==> config.mk <==
export PLATFORM = sky130hd
export DESIGN_NAME = operand2_sequencer
export DESIGN_NICKNAME = d
export VERILOG_FILES = /design/src/rtl/operand2_sequencer_pkg.sv /design/src/rtl/barrel_shifter.sv /design/src/rtl/operand2_sequencer.sv
export SDC_FILE = /design/constraint.sdc
export NUM_CORES = 1
export LEC_CHECK = 0
export ABC_CLOCK_PERIOD_IN_PS = 1700
export CAP_MARGIN = 0
export CORE_MARGIN = 5
export CORE_UTILIZATION = 42
export CTS_CLUSTER_SIZE = 14
export DETAILED_ROUTE_END_ITERATION = 6
export GPL_TIMING_DRIVEN = 0
export HOLD_SLACK_MARGIN = 0.06
export PLACE_DENSITY_LB_ADDON = 0.05
export SLEW_MARGIN = 20
export SYNTH_ARGS = -nofsm -noshare
export SYNTH_HDL_FRONTEND = slang
export SYNTH_HIERARCHICAL = 1
export SYNTH_SLANG_ARGS = --single-unit
==> constraint.sdc <==
create_clock -name in_Clk -period 1.7 [get_ports in_Clk]
set_input_delay 0.34 -clock in_Clk [delete_from_list [all_inputs] [get_ports in_Clk]]
set_output_delay 0.34 -clock in_Clk [all_outputs]
set_load 0.01 [all_outputs]
==> src/rtl/operand2_sequencer_pkg.sv <==
// -----------------------------------------------------------------------------
// operand2_sequencer_pkg
//   Shared definitions for the operand-2 front end: datapath width, shifter
//   type codes, sequencer FSM states, operand-2 field positions and the
//   encoding-class decoders used by the sequencer.
// -----------------------------------------------------------------------------
package operand2_sequencer_pkg;

   localparam int unsigned WORD_WIDTH = 32;

   typedef enum logic [1:0] {
      SH_LSL = 2'b00,
      SH_LSR = 2'b01,
      SH_ASR = 2'b10,
      SH_ROR = 2'b11
   } shift_type_e;

   typedef enum logic [1:0] {
      ST_IDLE   = 2'd0,
      ST_RS_REQ = 2'd1,
      ST_RS_CAP = 2'd2,
      ST_RESULT = 2'd3
   } state_e;

   // Operand-2 field positions within instruction bits [11:0].
   localparam int ROT_MSB   = 11;
   localparam int ROT_LSB   = 8;
   localparam int IMM8_MSB  = 7;
   localparam int IMM8_LSB  = 0;
   localparam int IMM5_MSB  = 11;
   localparam int IMM5_LSB  = 7;
   localparam int TYPE_MSB  = 6;
   localparam int TYPE_LSB  = 5;
   localparam int RS_MSB    = 11;
   localparam int RS_LSB    = 8;
   localparam int RM_MSB    = 3;
   localparam int RM_LSB    = 0;
   localparam int REG_BIT   = 4;   // 1 = shift amount comes from Rs
   localparam int ILLEG_BIT = 7;   // must be 0 when REG_BIT is set

   // Register-specified shift: I=0, bit4=1, bit7=0.
   function automatic logic is_reg_shift(input logic i, input logic [11:0] op2);
      return !i && op2[REG_BIT] && !op2[ILLEG_BIT];
   endfunction

   // Not a data-processing operand 2 (multiply / extension space).
   function automatic logic is_illegal(input logic i, input logic [11:0] op2);
      return !i && op2[REG_BIT] && op2[ILLEG_BIT];
   endfunction

endpackage

==> src/rtl/barrel_shifter.sv <==
// -----------------------------------------------------------------------------
// barrel_shifter
//   Single-cycle ARM shifter with a 5-bit amount and immediate-shift
//   semantics for amount 0: LSL #0 passes through with carry_i, LSR/ASR #0
//   shift by 32, ROR #0 is RRX.
//   Ports:
//     data_i   [31:0]  value to shift
//     amt_i    [4:0]   shift amount
//     type_i           shift type (LSL/LSR/ASR/ROR)
//     carry_i          incoming C flag (LSL #0 and RRX)
//     result_o [31:0]  shifted value
//     carry_o          shifter carry-out
// -----------------------------------------------------------------------------
module barrel_shifter
   import operand2_sequencer_pkg::*;
(
   input  logic                  [WORD_WIDTH-1:0] data_i,
   input  logic                  [4:0]            amt_i,
   input  shift_type_e                            type_i,
   input  logic                                   carry_i,
   output logic                  [WORD_WIDTH-1:0] result_o,
   output logic                                   carry_o
);

   logic        [5:0]          eff_amt;   // 0 encodes 32 for LSR/ASR
   logic        [WORD_WIDTH:0] lsl_ext;   // {carry, result}
   logic        [WORD_WIDTH:0] lsr_ext;   // {result, carry}
   logic signed [WORD_WIDTH:0] asr_ext;   // {result, carry}
   logic        [WORD_WIDTH-1:0] ror_res;

   always_comb begin
      // NOTE: every always_comb output gets a default first so no path can
      // leave it unassigned and infer a latch.
      result_o = data_i;
      carry_o  = carry_i;

      eff_amt = (amt_i == 5'd0) ? 6'd32 : {1'b0, amt_i};
      lsl_ext = {1'b0, data_i} << amt_i;
      lsr_ext = {data_i, 1'b0} >> eff_amt;
      asr_ext = $signed({data_i, 1'b0}) >>> eff_amt;
      ror_res = (data_i >> amt_i) | (data_i << (6'd32 - eff_amt));

      unique case (type_i)
         SH_LSL: begin
            if (amt_i != 5'd0) begin
               result_o = lsl_ext[WORD_WIDTH-1:0];
               carry_o  = lsl_ext[WORD_WIDTH];
            end
         end
         SH_LSR: begin
            result_o = lsr_ext[WORD_WIDTH:1];
            carry_o  = lsr_ext[0];
         end
         SH_ASR: begin
            result_o = asr_ext[WORD_WIDTH:1];
            carry_o  = asr_ext[0];
         end
         SH_ROR: begin
            if (amt_i == 5'd0) begin
               result_o = {carry_i, data_i[WORD_WIDTH-1:1]};
               carry_o  = data_i[0];
            end else begin
               result_o = ror_res;
               carry_o  = ror_res[WORD_WIDTH-1];
            end
         end
         default: ;
      endcase
   end

endmodule

==> src/rtl/operand2_sequencer.sv <==
// -----------------------------------------------------------------------------
// operand2_sequencer
//   Operand-2 front end: accepts the 12-bit operand-2 field, I bit and Rm,
//   fetches Rs for register-specified shifts, resolves every ARM shift-amount
//   case around a single 5-bit barrel shifter, and hands op2 + carry-out to
//   the ALU over valid/ready.
//   Build option: OP2SEQ_REG_SHIFT_EN enables register-specified shifts;
//   without it they are reported as illegal and no Rs port activity occurs.
//   Ports:
//     in_Clk, in_Rst_N          clock, async active-low reset
//     in_Valid / out_Ready      request handshake (ready only in IDLE)
//     in_I, in_Operand2         encoding form and operand-2 field
//     in_Rm_val, in_C_flag      Rm and C, sampled at accept
//     out_Rs_req, out_Rs_addr   Rs read strobe and index
//     in_Rs_val                 Rs data, valid the cycle after out_Rs_req
//     out_Valid / in_Ready      result handshake
//     out_Op2, out_Carry        operand 2 and shifter carry-out
//     out_Illegal               qualifies out_Valid: bad operand-2 encoding
// -----------------------------------------------------------------------------
module operand2_sequencer
   import operand2_sequencer_pkg::*;
#(
   parameter int unsigned WORD_W = WORD_WIDTH
)(
   input  logic              in_Clk,
   input  logic              in_Rst_N,
   input  logic              in_Valid,
   output logic              out_Ready,
   input  logic              in_I,
   input  logic [11:0]       in_Operand2,
   input  logic [WORD_W-1:0] in_Rm_val,
   input  logic              in_C_flag,
   output logic              out_Rs_req,
   output logic [3:0]        out_Rs_addr,
   input  logic [WORD_W-1:0] in_Rs_val,
   output logic              out_Valid,
   input  logic              in_Ready,
   output logic [WORD_W-1:0] out_Op2,
   output logic              out_Carry,
   output logic              out_Illegal
);

   state_e            state_q, state_d;
   logic [WORD_W-1:0] op2_q, op2_d;
   logic              carry_q, carry_d;
   logic              illegal_q, illegal_d;

   // Operands feeding the result logic: live inputs in IDLE, latched copies
   // while waiting for Rs.
   logic              src_i;
   logic [11:0]       src_op2;
   logic [WORD_W-1:0] src_rm;
   logic              src_c;
   logic              take_rs_path;

   // Shifter hookup and the fully resolved result.
   logic [WORD_W-1:0] sh_data, sh_result;
   logic [4:0]        sh_amt;
   shift_type_e       sh_type;
   logic              sh_cin, sh_carry;
   logic [WORD_W-1:0] res_op2;
   logic              res_carry, res_illegal;

`ifdef OP2SEQ_REG_SHIFT_EN
   logic [11:0]       fld_q;
   logic [WORD_W-1:0] rm_q;
   logic              c_q;
   logic [7:0]        amt;
   logic              unused_rs_hi;

   always_ff @(posedge in_Clk or negedge in_Rst_N) begin
      if (!in_Rst_N) begin
         fld_q <= '0;
         rm_q  <= '0;
         c_q   <= 1'b0;
      end else if (state_q == ST_IDLE && in_Valid) begin
         fld_q <= in_Operand2;
         rm_q  <= in_Rm_val;
         c_q   <= in_C_flag;
      end
   end

   assign src_i        = (state_q == ST_IDLE) ? in_I        : 1'b0;
   assign src_op2      = (state_q == ST_IDLE) ? in_Operand2 : fld_q;
   assign src_rm       = (state_q == ST_IDLE) ? in_Rm_val   : rm_q;
   assign src_c        = (state_q == ST_IDLE) ? in_C_flag   : c_q;
   assign take_rs_path = is_reg_shift(in_I, in_Operand2);
   // Only the bottom byte of Rs is a shift amount.
   assign amt          = in_Rs_val[7:0];
   assign unused_rs_hi = ^in_Rs_val[WORD_W-1:8];
`else
   logic unused_rs;

   assign src_i        = in_I;
   assign src_op2      = in_Operand2;
   assign src_rm       = in_Rm_val;
   assign src_c        = in_C_flag;
   assign take_rs_path = 1'b0;
   assign unused_rs    = ^in_Rs_val;
`endif

   barrel_shifter u_shifter (
      .data_i   (sh_data),
      .amt_i    (sh_amt),
      .type_i   (sh_type),
      .carry_i  (sh_cin),
      .result_o (sh_result),
      .carry_o  (sh_carry)
   );

   // Result resolution. Defaults describe the immediate-shift form, which
   // uses the shifter's own amount-0 semantics unchanged.
   always_comb begin
      sh_data     = src_rm;
      sh_amt      = src_op2[IMM5_MSB:IMM5_LSB];
      sh_type     = shift_type_e'(src_op2[TYPE_MSB:TYPE_LSB]);
      sh_cin      = src_c;
      res_op2     = sh_result;
      res_carry   = sh_carry;
      res_illegal = 1'b0;

      if (src_i) begin
         // Rotated immediate; rot4 = 0 must bypass, or ROR #0 would be RRX.
         sh_data = {{(WORD_W-8){1'b0}}, src_op2[IMM8_MSB:IMM8_LSB]};
         sh_amt  = {src_op2[ROT_MSB:ROT_LSB], 1'b0};
         sh_type = SH_ROR;
         if (src_op2[ROT_MSB:ROT_LSB] == 4'd0) begin
            res_op2   = sh_data;
            res_carry = src_c;
         end
      end else if (src_op2[REG_BIT]) begin
`ifdef OP2SEQ_REG_SHIFT_EN
         if (src_op2[ILLEG_BIT]) begin
            res_op2     = '0;
            res_carry   = src_c;
            res_illegal = 1'b1;
         end else begin
            sh_amt = amt[4:0];
            if (amt == 8'd0) begin
               res_op2   = src_rm;
               res_carry = src_c;
            end else if (amt[7:5] != 3'd0) begin
               // 32 and above cannot be expressed to the 5-bit shifter,
               // except ROR with a nonzero residue.
               unique case (sh_type)
                  SH_LSL: begin
                     res_op2   = '0;
                     res_carry = (amt == 8'd32) ? src_rm[0] : 1'b0;
                  end
                  SH_LSR: begin
                     res_op2   = '0;
                     res_carry = (amt == 8'd32) ? src_rm[WORD_W-1] : 1'b0;
                  end
                  SH_ASR: begin
                     res_op2   = {WORD_W{src_rm[WORD_W-1]}};
                     res_carry = src_rm[WORD_W-1];
                  end
                  SH_ROR: begin
                     if (amt[4:0] == 5'd0) begin
                        res_op2   = src_rm;
                        res_carry = src_rm[WORD_W-1];
                     end
                  end
                  default: ;
               endcase
            end
         end
`else
         // Register-specified shifts are not supported in this build.
         res_op2     = '0;
         res_carry   = src_c;
         res_illegal = 1'b1;
`endif
      end
   end

   // Next-state and handshake outputs.
   always_comb begin
      state_d     = state_q;
      op2_d       = op2_q;
      carry_d     = carry_q;
      illegal_d   = illegal_q;
      out_Ready   = 1'b0;
      out_Valid   = 1'b0;
      out_Rs_req  = 1'b0;
      out_Rs_addr = 4'd0;

      unique case (state_q)
         ST_IDLE: begin
            out_Ready = 1'b1;
            if (in_Valid) begin
               if (take_rs_path) begin
                  state_d = ST_RS_REQ;
               end else begin
                  state_d   = ST_RESULT;
                  op2_d     = res_op2;
                  carry_d   = res_carry;
                  illegal_d = res_illegal;
               end
            end
         end
`ifdef OP2SEQ_REG_SHIFT_EN
         ST_RS_REQ: begin
            out_Rs_req  = 1'b1;
            out_Rs_addr = fld_q[RS_MSB:RS_LSB];
            state_d     = ST_RS_CAP;
         end
         ST_RS_CAP: begin
            state_d   = ST_RESULT;
            op2_d     = res_op2;
            carry_d   = res_carry;
            illegal_d = res_illegal;
         end
`endif
         ST_RESULT: begin
            out_Valid = 1'b1;
            if (in_Ready) state_d = ST_IDLE;
         end
         default: state_d = ST_IDLE;
      endcase
   end

   always_ff @(posedge in_Clk or negedge in_Rst_N) begin
      // NOTE: sequential state is updated with non-blocking assignments so
      // every register samples pre-edge values regardless of block order.
      if (!in_Rst_N) begin
         state_q   <= ST_IDLE;
         op2_q     <= '0;
         carry_q   <= 1'b0;
         illegal_q <= 1'b0;
      end else begin
         state_q   <= state_d;
         op2_q     <= op2_d;
         carry_q   <= carry_d;
         illegal_q <= illegal_d;
      end
   end

   assign out_Op2     = op2_q;
   assign out_Carry   = carry_q;
   assign out_Illegal = illegal_q;

endmodule

Word level (Yosys, flattened, before mapping) --
Index checks and enable logic that the tools add are counted.
Cells by class: muxes and demuxes 23, bitwise gates (word level) 1, equal/unequal tests 6, add/sub/neg operators 1, shifts and indexed selects 5, reductions and logical operators 7
Operator list (count):
- $mux W32 | 6
- $pmux W32 S4 | 1
- $shl A32 B5 Y33 | 1
- $shr A33 B6 Y33 | 1
- $sshr A33 B6 Y33 | 1
- $or A32 B32 Y32 | 1
- $shl A32 B6 Y32 | 1
- $shr A32 B5 Y32 | 1
- $mux W1 | 10
- $eq A2 B2 Y1 const B | 3
- $mux W2 | 3
- $mux W6 | 1
- $sub A6 B6 Y6 const A | 1
- $logic_not A5 Y1 | 1
- $reduce_bool A5 Y1 | 1
- $logic_not A2 Y1 | 2
- $logic_not A4 Y1 | 1
- $ne A2 B2 Y1 const B | 2
- $pmux W1 S4 | 1
- $pmux W2 S2 | 1
- $reduce_and A2 Y1 | 2
- $eq A2 B1 Y1 const B | 1
Word-level totals: logic and storage cells 47, input bits 82, output and inout bits 41, flip-flop bits (word level) 36

Longest topological paths before layout --
depth after elaboration 10, gate-level depth with buffers 18, mapped depth without buffers 12

By module --
Netlist, hierarchy kept.
Modules (own cells, without submodules):
- barrel_shifter | area an instance 7161.9 sq um, instances 1, cells each 900
- operand2_sequencer | area an instance 1810.5 sq um, instances 1, cells each 154

Least setup slack after synthesis --
Ideal clock, no wire load.
path type input -> register, start input in_I, end register op2_q[4], in the netlist out_Op2[4], stages on the path 18, path buffers 6, path slack -2.211 ns, library setup time 0.125 ns, data required time 1.575 ns, arrival time 3.785 ns, cells stage by stage buf_2 nor2b_1 buf_6 buf_8 buf_6 inv_2 ha_1 buf_2 buf_2 mux4_2 mux2_2 nand4_1 a21oi_1 o211ai_1 o221ai_1 or4b_1 o211ai_1 nor3_1
On the way: longest elaborated chain between the ends 10, elaborated cells between the ends (all ways) 23, those cells by class add/sub (1); eq/ne (3); shift (5); mux (10); bitwise (1); reduce/logical (3)
Ends and longest elaborated chain:
- start, declared | RTL line operand2_sequencer.sv:29 | input logic in_I,
- $mux W1 * | RTL line operand2_sequencer.sv:122 | if (src_i) begin
- named net sh_amt[0] | RTL line operand2_sequencer.sv:58 | logic [4:0] sh_amt;
- $logic_not A5 Y1 | RTL line barrel_shifter.sv:37, barrel_shifter.sv:59
- $mux W6 | RTL line barrel_shifter.sv:37 | eff_amt = (amt_i == 5'd0) ? 6'd32 : {1'b0, amt_i};
- $sub A6 B6 Y6 | RTL line barrel_shifter.sv:41 | ror_res = (data_i >> amt_i) | (data_i << (6'd32 - eff_amt));
- $shl A32 B6 Y32 | RTL line barrel_shifter.sv:41
- $or A32 B32 Y32 | RTL line barrel_shifter.sv:41
- $mux W32 | RTL line barrel_shifter.sv:59 | if (amt_i == 5'd0) begin
- $pmux W32 S4 * | RTL line barrel_shifter.sv:43 | unique case (type_i)
- named net sh_result[4] | RTL line operand2_sequencer.sv:57 | logic [WORD_W-1:0] sh_data, sh_result;
- $mux W32, on equally long branches | RTL line operand2_sequencer.sv:131, operand2_sequencer.sv:127
- $mux W32 * | RTL line operand2_sequencer.sv:122
- end signal, assigned | RTL line operand2_sequencer.sv:233 | op2_q <= op2_d;
- end, declared | RTL line operand2_sequencer.sv:44 | logic [WORD_W-1:0] op2_q, op2_d;
Mark *: on every way through the listed nets, which the timed path passes. The rest lies on a longest branch. A chain may end at the register's enable or synchronous reset.

Worst setup path in the final report --
start input in_Rm_val[11], end register op2_q[4], in the netlist out_Op2[4]
On the way: longest elaborated chain between the ends 7, elaborated cells between the ends (all ways) 13, those cells by class shift (5); mux (7); bitwise (1)
Ends and longest elaborated chain:
- start, declared | RTL line operand2_sequencer.sv:31 | input logic [WORD_W-1:0] in_Rm_val,
- $mux W32 * | RTL line operand2_sequencer.sv:122
- named net sh_data[11] | RTL line operand2_sequencer.sv:57
- $shl A32 B6 Y32 or $shr A32 B5 Y32 (tied branches) | RTL line barrel_shifter.sv:41
- $or A32 B32 Y32 | RTL line barrel_shifter.sv:41
- $mux W32 | RTL line barrel_shifter.sv:59
- $pmux W32 S4 * | RTL line barrel_shifter.sv:43
- named net sh_result[4] | RTL line operand2_sequencer.sv:57
- $mux W32, on equally long branches | RTL line operand2_sequencer.sv:131, operand2_sequencer.sv:127
- $mux W32 * | RTL line operand2_sequencer.sv:122
Marks and branches as above.

==> summary.txt <==
Clock network
  – Clk slew on worst S/H paths: 0.06 ns
  – CTS tree: yes
  – H-tree Lvls: 2
  – Clock sinks: 35
  – Cts bufs inserted: 5
  – Root Buffer: clkbuf_16
  – Clk buf depth: 2
  – Skew-Pair Late Insertion Delay: 0.28 ns

Floorplanning
  – Height of the die: 156.2 um
  – Initial Util: 0.4268
  – Die extent in x: 156.2 um
  – Row count: 53
  – I/O Pins: 123
  – Die area: 24,390 sq um
  – Placeable Area: 21,020 sq um

Detailed routing
  – Drt via density: 8.045
  – Routed Antenna Nets: 0
  – Per-cell routed wire length: 41.01 um
  – TritonRoute pass-1 iters: 7
  – Via count: 12.11k
  – Routed wire length: 61.72 mm
  – Drt drc: 33
  – DRT iter0 DRCs: 2,313

Synth
  – Post-synthesis compound-gate area fraction: 0.2691
  – Top_reg_cell synth: dfrtp_1
  – Mux contribution to synthesized area: 0.3824
  – Adder-cell share of the synthesized area: 0.001395
  – Ys Warns: 6
  – Register area share after synthesis: 0.09762
  – Synth Area in XOR/XNOR: 0.005717
  – Yosys cell types: 89
  – Count leader, synth: nand2_1
  – Seq cells post-synth: 35
  – Top cells by area, synth: mux4_2, dfrtp_1, mux2i_1
  – FFs w/ async S/R, synth: 1.000
  – Simple logic cell fraction of the synthesized area: 0.1593
  – Post-synth top cells: nand2_1, mux4_2, clkbuf_1
  – Syn Std Cell Area: 8972 sq um
  – Area leader, netlist: mux4_2
  – Syn avg cell area: 8.513 sq um
  – Largest family of logic cells by synthesized area: multiplexers
  – Mapped Cells: 1,054
  – Post-synth EDFFs: 0
  – Yosys top cell area share: 0.2159

Outcome
  – Status: finished, violations left
  – Failing checks: DRC, setup timing

Power
  – Combinational share of power: 0.739
  – Leakage: 4.685 nW
  – Pwr Density: 620.7 nW/um^2
  – Internal: 4.030 mW
  – Sw Pwr: 3.713 mW
  – Flop pwr share: 0.146
  – Switching Fraction: 0.4796
  – Clk pwr share: 0.115
  – Worst VDD drop: 0.4249 mV

Worst setup path
  – CP Data Arrival Time: 3.86 ns
  – Crit Path Class: primary input to flop
  – Data required time of the critical path: 1.85 ns
  – CP endpoint kind: flop
  – CP Launch Type: primary input
  – CP max FO: 10

Placement
  – Placed Area: 10,320 sq um
  – Port bufs: 85
  – Post-place setup slack: -3.621 ns
  – Placed cells: 1,419
  – RD Place Congestion: 1.156
  – Post-DP HPWL: 43.57 mm

STA
  – Highest Clock Rate: 270.0 MHz
  – Worst Skew: 0.008457 ns
  – Final period util: 2.179
  – Final setup slack of the worst path: -2.004 ns
  – Rel. slew slack: 0.3610
  – RSZ-0062 raised after global routing: true
  – Worst-margin pin slew: 0.9550 ns
  – TNS Setup: -54.78 ns
  – Final min period: 3.704 ns
  – Fin. max-slew vios: 0
  – Hold slack: 0.3574 ns
  – Hold Vio Cnt, Final: 0
  – Final setup fails: 33

Global route
  – Most Used Layer, Global Route: met2
  – Largest net degree at the start of global routing: 29
  – Global-route wire length before repair: 82.81 mm
  – Grt met1 use: 0.5814
  – Grt ovf: 0
  – Initial antenna violation count: 2
  – Number of global-route vias before repair: 11.24k
  – Grt met3 use: 0.1878
  – All-Layer GR Usage: 0.4725
  – GR Util met2: 0.6699

Finish
  – Layout cells sized above 1: 0.4163
  – Inserted Diodes: 0
  – Multi-input gate area: 8298 sq um
  – Final instance area: 12,470 sq um
  – Post-Layout Cell Count: 1,505
  – FF+latch area: 877.1 sq um
  – Area growth syn-to-layout: 39.03%
  – Fillers: 1,781
  – Fin nets: 1,313

Flow run
  – Total of max-cap violations: 0

Worst hold path
  – HP Class: primary input to flop
## kinds of logic (layout without fill, tap and decap cells)
| family | Yosys count | in the layout |
|---|---|---|
| mux | 223 | 223 |
| compound gates | 345 | 345 |
| fa+ha+maj | 1 | 1 |
| buf+inv | 155 | 327 |
| other cells | 1 | 5 |
| flops | 35 | 35 |
| xor+xnor | 5 | 5 |
| simple gates | 289 | 289 |
## power by group through the flow
| stage | clock [mW] | combinational (mW) | sequential [mW] |
|---|---|---|---|
| finish | 0.891 | 5.72 | 1.13 |
| CTS | 0.907 | 5.02 | 1.13 |
| global route | 0.945 | 5.73 | 1.16 |
| floorplan | 0 | 2.41 | 1.22 |
| global placement | 0 | 4.34 | 1.13 |
| detailed placement | 0 | 4.32 | 1.15 |
## cell usage in the layout, fill, tap and decap left out, drive strengths merged, types with 6 or more instances in the layout
master         instances
clkdlybuf4s50         74
a211o                  6
a211oi                32
nand2b                 7
and2                   8
o221ai                13
a21oi                 66
inv                   11
o31ai                  6
mux2i                 75
a31oi                  9
o22ai                  8
o211ai                24
and3                  10
mux2                  59
nor2                  71
nor3                  17
nand2                 97
o21ai                 72
buf                  149
mux4                  89
a22o                  28
clkbuf                83
dfrtp                 35
nand3                 14
nor2b                 32
or2                    7
a22oi                 15
## final timing paths
path | slack [ns] | to | startpoint | depth (start not counted)
worst max-delay path | -2.00 | out_Op2[4]$_DFFE_PN0P_ | in_Rm_val[11] | 12
worst min-delay path | 0.36 | out_Illegal$_DFFE_PN0P_ | in_I | 3
worst max register to register | 0.12 | out_Op2[22]$_DFFE_PN0P_ | state_q[0]$_DFFE_PN0P_ | 5
worst min register to register | 0.49 | out_Illegal$_DFFE_PN0P_ | out_Illegal$_DFFE_PN0P_ | 2
max in group asynchronous | 0.84 | out_Op2[25]$_DFFE_PN0P_ | in_Rst_N | 3
min in group asynchronous | 0.44 | out_Op2[4]$_DFFE_PN0P_ | in_Rst_N | 2
## per-layer routing
| layer | wire, um | up-vias | part of all wire |
|---|---|---|---|
| li1 | - | 4490 | - |
| met1 | 20080 | 5657 | 0.33 |
| met2 | 23710 | 1463 | 0.38 |
| met3 | 10490 | 493 | 0.17 |
| met4 | 7392 | 4 | 0.12 |
| met5 | 57 | - | 0.00092 |
## flip-flops by register name, summed over array words and instances (netlist names)
register,cells
out_Carry,1
out_Illegal,1
out_Op2,32
state_q,1
## what timing repair did
action | CTS | global route
gates resized for setup | 293 | 121
setup endpoints to repair | 34 | 34
gates cloned | 2 | 2
buffers inserted | 49 | 27
hold buffers | 1 | 0
pin swaps | 37 | 42
hold endpoints to repair | 7 | 0
## metrics by stage
step / total power, mW / util
after floorplan: 3.626 / -
after global placement: 5.471 / 0.4900
after detailed placement: 5.463 / 0.4910
after CTS: 7.063 / 0.5666
after global routing: 7.830 / 0.5934
final: 7.743 / 0.5934
## critical path, cell delays in order
cell	delay, ns
clkdlybuf4s50_1	0.42
nor2b_1	0.22
clkbuf_2	0.28
mux4_2	0.58
nor2_1	0.13
nor2_1	0.08
mux4_2	0.55
o211ai_1	0.24
o221ai_2	0.21
or4b_1	0.56
o211ai_1	0.15
nor3_2	0.09
## area by class of cell
type | instances | share of cell area
well taps | 275 | 0.02758
clock inverters | 1 | 0.0004012
inverters | 11 | 0.004313
repair buffers | 167 | 0.1326
clock buffers | 6 | 0.01113
plain buffers | 142 | 0.08847
flip-flops and latches | 35 | 0.07031
multi-input cells | 868 | 0.6652
Note: power is estimated with default switching activity, not from simulation.
